<file path="src/rtl/alb_pkg.sv">
// Shared constants for the alb ALU slice: operand width and mode encodings.
package alb_pkg;

   localparam int ALB_W = 8;

   localparam logic [1:0] ALB_OR   = 2'b00;
   localparam logic [1:0] ALB_ADD  = 2'b01;
   localparam logic [1:0] ALB_RSUB = 2'b10;
   localparam logic [1:0] ALB_XOR  = 2'b11;

endpackage

</file>
<file path="src/rtl/alb_if.sv">
// Operand/result bundle for the alb ALU slice.
interface alb_if;
   import alb_pkg::*;

   logic [ALB_W-1:0] R;
   logic [ALB_W-1:0] S;
   logic             CI;
   logic [1:0]       ALB_MI;
   logic [ALB_W-1:0] F;
   logic             CO;
   logic             ZO;
   logic             NO;
   logic             VO;

   modport master (output R, S, CI, ALB_MI, input F, CO, ZO, NO, VO);
   modport slave  (input R, S, CI, ALB_MI, output F, CO, ZO, NO, VO);
endinterface

</file>
<file path="src/rtl/alb_adder8.sv">
// Combinational 8-bit adder with carry-out and two's-complement overflow.
module alb_adder8
   import alb_pkg::*;
(
   input  logic [ALB_W-1:0] a,
   input  logic [ALB_W-1:0] b,
   input  logic             cin,
   output logic [ALB_W-1:0] sum,
   output logic             cout,
   output logic             ovf
);

   assign {cout, sum} = {1'b0, a} + {1'b0, b} + {{ALB_W{1'b0}}, cin};
   // Like-signed addends producing an opposite-signed sum is an overflow.
   assign ovf = (a[ALB_W-1] == b[ALB_W-1]) && (sum[ALB_W-1] != a[ALB_W-1]);

endmodule

</file>
<file path="src/rtl/alb.sv">
// ALU slice: OR / ADD / reverse-subtract / XOR with registered result and flags.
module alb
   import alb_pkg::*;
(
   input  logic  clk,
   input  logic  resetb,
   alb_if.slave  bus
);

   logic [ALB_W-1:0] add_a;
   logic [ALB_W-1:0] sum;
   logic             cout;
   logic             ovf;
   logic [ALB_W-1:0] f_nxt;
   logic             co_nxt;
   logic             vo_nxt;

   // RSUB computes S + ~R + CI, so only the R leg needs inverting.
   assign add_a = (bus.ALB_MI == ALB_RSUB) ? ~bus.R : bus.R;

   alb_adder8 u_adder (
      .a    (add_a),
      .b    (bus.S),
      .cin  (bus.CI),
      .sum  (sum),
      .cout (cout),
      .ovf  (ovf)
   );

   always_comb begin
      f_nxt  = sum;
      co_nxt = 1'b0;
      vo_nxt = 1'b0;
      unique case (bus.ALB_MI)
         ALB_OR:  f_nxt = bus.R | bus.S;
         ALB_ADD,
         ALB_RSUB: begin
            co_nxt = cout;
            vo_nxt = ovf;
         end
         ALB_XOR: f_nxt = bus.R ^ bus.S;
      endcase
   end

   // Zero flag is forced low during reset rather than derived from F.
   always_ff @(posedge clk) begin
      if (!resetb) begin
         bus.F  <= '0;
         bus.CO <= 1'b0;
         bus.ZO <= 1'b0;
         bus.NO <= 1'b0;
         bus.VO <= 1'b0;
      end else begin
         bus.F  <= f_nxt;
         bus.CO <= co_nxt;
         bus.ZO <= (f_nxt == '0);
         bus.NO <= f_nxt[ALB_W-1];
         bus.VO <= vo_nxt;
      end
   end

endmodule

</file>
<file path="src/flat_wrapper.sv">
// flat-port wrapper written by rule: the top's interface ports become plain ports
module alb_flat import alb_pkg::*;
  (clk, resetb, bus_R, bus_S, bus_CI, bus_ALB_MI, bus_F, bus_CO, bus_ZO, bus_NO, bus_VO);
  alb_if bus_i ();
  input  logic clk;
  input  logic resetb;
  input wire logic [$bits(bus_i.R)-1:0] bus_R;
  input wire logic [$bits(bus_i.S)-1:0] bus_S;
  input wire logic [$bits(bus_i.CI)-1:0] bus_CI;
  input wire logic [$bits(bus_i.ALB_MI)-1:0] bus_ALB_MI;
  output wire logic [$bits(bus_i.F)-1:0] bus_F;
  output wire logic [$bits(bus_i.CO)-1:0] bus_CO;
  output wire logic [$bits(bus_i.ZO)-1:0] bus_ZO;
  output wire logic [$bits(bus_i.NO)-1:0] bus_NO;
  output wire logic [$bits(bus_i.VO)-1:0] bus_VO;
  assign bus_i.R = bus_R;
  assign bus_i.S = bus_S;
  assign bus_i.CI = bus_CI;
  assign bus_i.ALB_MI = bus_ALB_MI;
  assign bus_F = bus_i.F;
  assign bus_CO = bus_i.CO;
  assign bus_ZO = bus_i.ZO;
  assign bus_NO = bus_i.NO;
  assign bus_VO = bus_i.VO;
  alb u_core (.clk(clk), .resetb(resetb), .bus(bus_i));
endmodule
</file>
<file path="config.mk">
export PLATFORM = sky130hd
export DESIGN_NAME = alb_flat
export DESIGN_NICKNAME = d
export VERILOG_FILES = /design/src/rtl/alb_pkg.sv /design/src/rtl/alb_if.sv /design/src/rtl/alb_adder8.sv /design/src/rtl/alb.sv /design/src/flat_wrapper.sv
export SDC_FILE = /design/constraint.sdc
export NUM_CORES = 1
export LEC_CHECK = 0
export ABC_AREA = 0
export CORE_MARGIN = 5
export CORE_UTILIZATION = 46
export CTS_CLUSTER_SIZE = 20
export DETAILED_ROUTE_END_ITERATION = 6
export PLACE_DENSITY = 0.79
export REMOVE_ABC_BUFFERS = 1
export SYNTH_ARGS = -nofsm -noshare
export SYNTH_HDL_FRONTEND = slang
export SYNTH_SLANG_ARGS = --single-unit
</file>
<file path="constraint.sdc">
create_clock -name clk -period 3.7 [get_ports clk]
set_input_delay 0.74 -clock clk [delete_from_list [all_inputs] [get_ports clk]]
set_output_delay 0.74 -clock clk [all_outputs]
set_load 0.05 [all_outputs]
</file>
==> summary.md <==
| Metric | Value |
|---|---|
| Setup repair bufs after CTS | 0 |
| Detailed-route DRC error count | 0 |
| Placer Congestion | 0.8273 |
| P_leak | 0.0007314 uW |
| Clock transition at path regs | 0.06 ns |
| Ports | 33 |
| Number of port buffers | 32 |
| Fill count | 222 |
| Maximum net fanout on the critical path | 3 |
| Arrival @ worst endpoint | 3.51 ns |
| Register area | 220.2 um2 |
| Largest family of logic cells by synthesized area | adder cells |
| Final hold violations | 0 |
| Multi-input gate area | 840.8 um2 |
| Adder-cell share of the synthesized area | 23.62% |
| Total CTS buffers | 3 |
| YS warnings | 0 |
| Synth Area in Compound Gates | 19.36% |
| Worst Setup Start Kind | input port |
| Status | finished, final reports clean |
| H-Tree Depth | 1 |
| Cell row count | 18 |
| Most common cell after layout, fill and taps aside | clkdlybuf4s50_1 |
| Unique masters post-synth | 39 |
| Tightest Pin Transition | 0.5046 ns |
| Tcrit/Tclk final | 90.10% |
| Synth Cell Area | 1176 um2 |
| Slew Viols, Final | 0 |
| Post_cts resized | 0 |
| Area delta synth->final | 31.49% |
| Vias in the first global route | 1122 |
| Worst Path Required | 3.88 ns |
| Area leader, netlist | ha_1 |
| Die width | 60.57 um |
| TritonCTS clock tree | yes |
| Via/cell ratio | 5.363 |
| Worst relative slew slack | 66.36% |
| Final setup violation count | 0 |
| Diode count | 0 |
| Largest net degree at the start of global routing | 17 |
| Commonest cells after routing, fill and taps aside | 32 x clkdlybuf4s50_1, 25 x inv_1, 19 x ha_1 |
| Simple-Gate Fraction of Synth Area | 20.11% |
| CTS Hold Buffers Added | 0 |
| Maxcap violations | 0 |
| RSZ-0062 raised after global routing | false |
| Hold Path Class | input port to register |
| First-pass GRT wire length | 4609 um |
| Fin nets | 225 |
| Share of post-route cells with drive strength above 1 | 4.396% |
| Worst Setup End Kind | register |
| Vias | 1137 |
| DIE AREA | 3668 um2 |
| Number of detailed-route iterations in the first pass | 4 |
| Root buf cell | clkbuf_4 |
| Detail Route Antenna Nets | 0 |
| Hpwl dp | 2235 um |
| Yosys reg bits | 11 |
| Core box area | 2455 um2 |
| XOR/XNOR Fraction of Synth Area | 7.447% |
| Final wirelength | 2621 um |
| Initial antenna violation count | 0 |
| Crit path time final | 3.334 ns |
| Share of the synthesized area in the top cell type | 20.21% |
| Peak supply drop | 0.2285 mV |
| Chip height | 60.57 um |
| Seq/Total Area, Yosys | 18.72% |
| Total GRT Usage | 16.25% |
| Type of the worst setup path | input port to register |
| Wire per inst | 12.36 um |
| Post-Syn Area per Cell | 7.893 um2 |
| Fin util | 63.00% |
| Longest Clk Path Bufs | 2 |
| Setup TNS | 0 ns |
| Mapped Cells | 149 |
| Synth area leaders | ha_1 20%, dfxtp_1 19%, inv_1 8.0% |
| PD cells | 317.4 nW/um2 |
| DRT iter0 DRCs | 22 |
| Mux cell area share after synthesis | 0.9574% |
| Sink Count | 11 |
| Fmax | 0.3000 GHz |
| Initial core utilization | 47.91% |
| Total global routing overflow | 0 |
| Hold depth | 3 |
sequential cells by signal (all words and copies together) (netlist names):
name           flops
u_core.bus.ZO      1
u_core.bus.NO      1
u_core.bus.CO      1
u_core.bus.F       7
u_core.bus.VO      1
per-stage QoR:
step	total power, uW	setup WS (ns)	hold WS [ns]	cell area [um2]	std cells
2_1_floorplan	327.7	0.5964	0.8617	1155	145
3_3_place_gp	406.5	0.1939	1.495	1520	208
3_5_place_dp	415.5	0.08467	1.486	1520	208
4_1_cts	494.2	0.3643	1.202	1546	212
5_1_grt	531.9	0.2085	1.232	1546	212
6_report	490.9	0.3663	1.210	1546	212
routing by layer:
metal  global-route usage (%)  vias up  part of all wire [%]
met1                    19.56      503                    38
li1                         -      580                     -
met3                   0.4255        2                   7.6
met2                    29.77       52                    53
met5                        0        -                     0
met4                    7.430        0                  0.72
critical path, cell delays in order:
cell	delay [ns]
clkdlybuf4s50_1	0.48
inv_1	0.06
ha_1	0.22
xor2_1	0.16
fa_1	0.43
fa_1	0.44
a21o_1	0.18
a211oi_1	0.24
o31ai_1	0.11
nand4b_1	0.20
nor4_2	0.24
synth_stat cells (all sizes together):
cell type	number
xor2	8
ha	19
xnor2	2
dfxtp	11
a21oi	5
a31oi	5
o211a	1
nand2b	4
a2111o	1
o21ai	7
nor2	7
clkbuf	1
nand3	3
a211oi	2
or3	2
nand4	1
a31o	1
and2	6
o31ai	2
mux2	1
inv	25
fa	2
nor2b	2
a211o	2
o2111ai	1
nand2	12
a22oi	1
nand4b	1
nor4	2
buf	3
a21o	2
a221o	2
nor3	1
o21a	1
and3	3
report_power, final:
group / internal (uW) / switching, uW
clock: 41.6 / 35.3
sequential: 132 / 3.28
combinational: 117 / 162
total: 291 / 200
kinds of logic (layout without fill, tap and decap cells):
logic type | count (synthesis) | after routing
buffers and inverters | 29 | 62
multiplexers | 1 | 1
AND/OR/NAND/NOR | 44 | 44
AO/OA/AOI/OAI | 33 | 33
adder cells (fa/ha/maj) | 21 | 21
flip-flops | 11 | 11
XOR/XNOR | 10 | 10
final timing paths:
path | endpoint | startpoint | slack, ns
max | u_core.bus.ZO$_SDFF_PN0_ | bus_ALB_MI[0] | 0.37
min | u_core.bus.NO$_SDFF_PN0_ | resetb | 1.21
cell type report:
type | count | share of cell area [%]
clock buffer | 4 | 1.699
inverter | 25 | 6.068
multi-input combinational | 109 | 54.37
sequential | 11 | 14.24
tap | 30 | 2.427
timing repair buffer | 33 | 21.20
No activity file was read; power rests on OpenSTA's default activity.
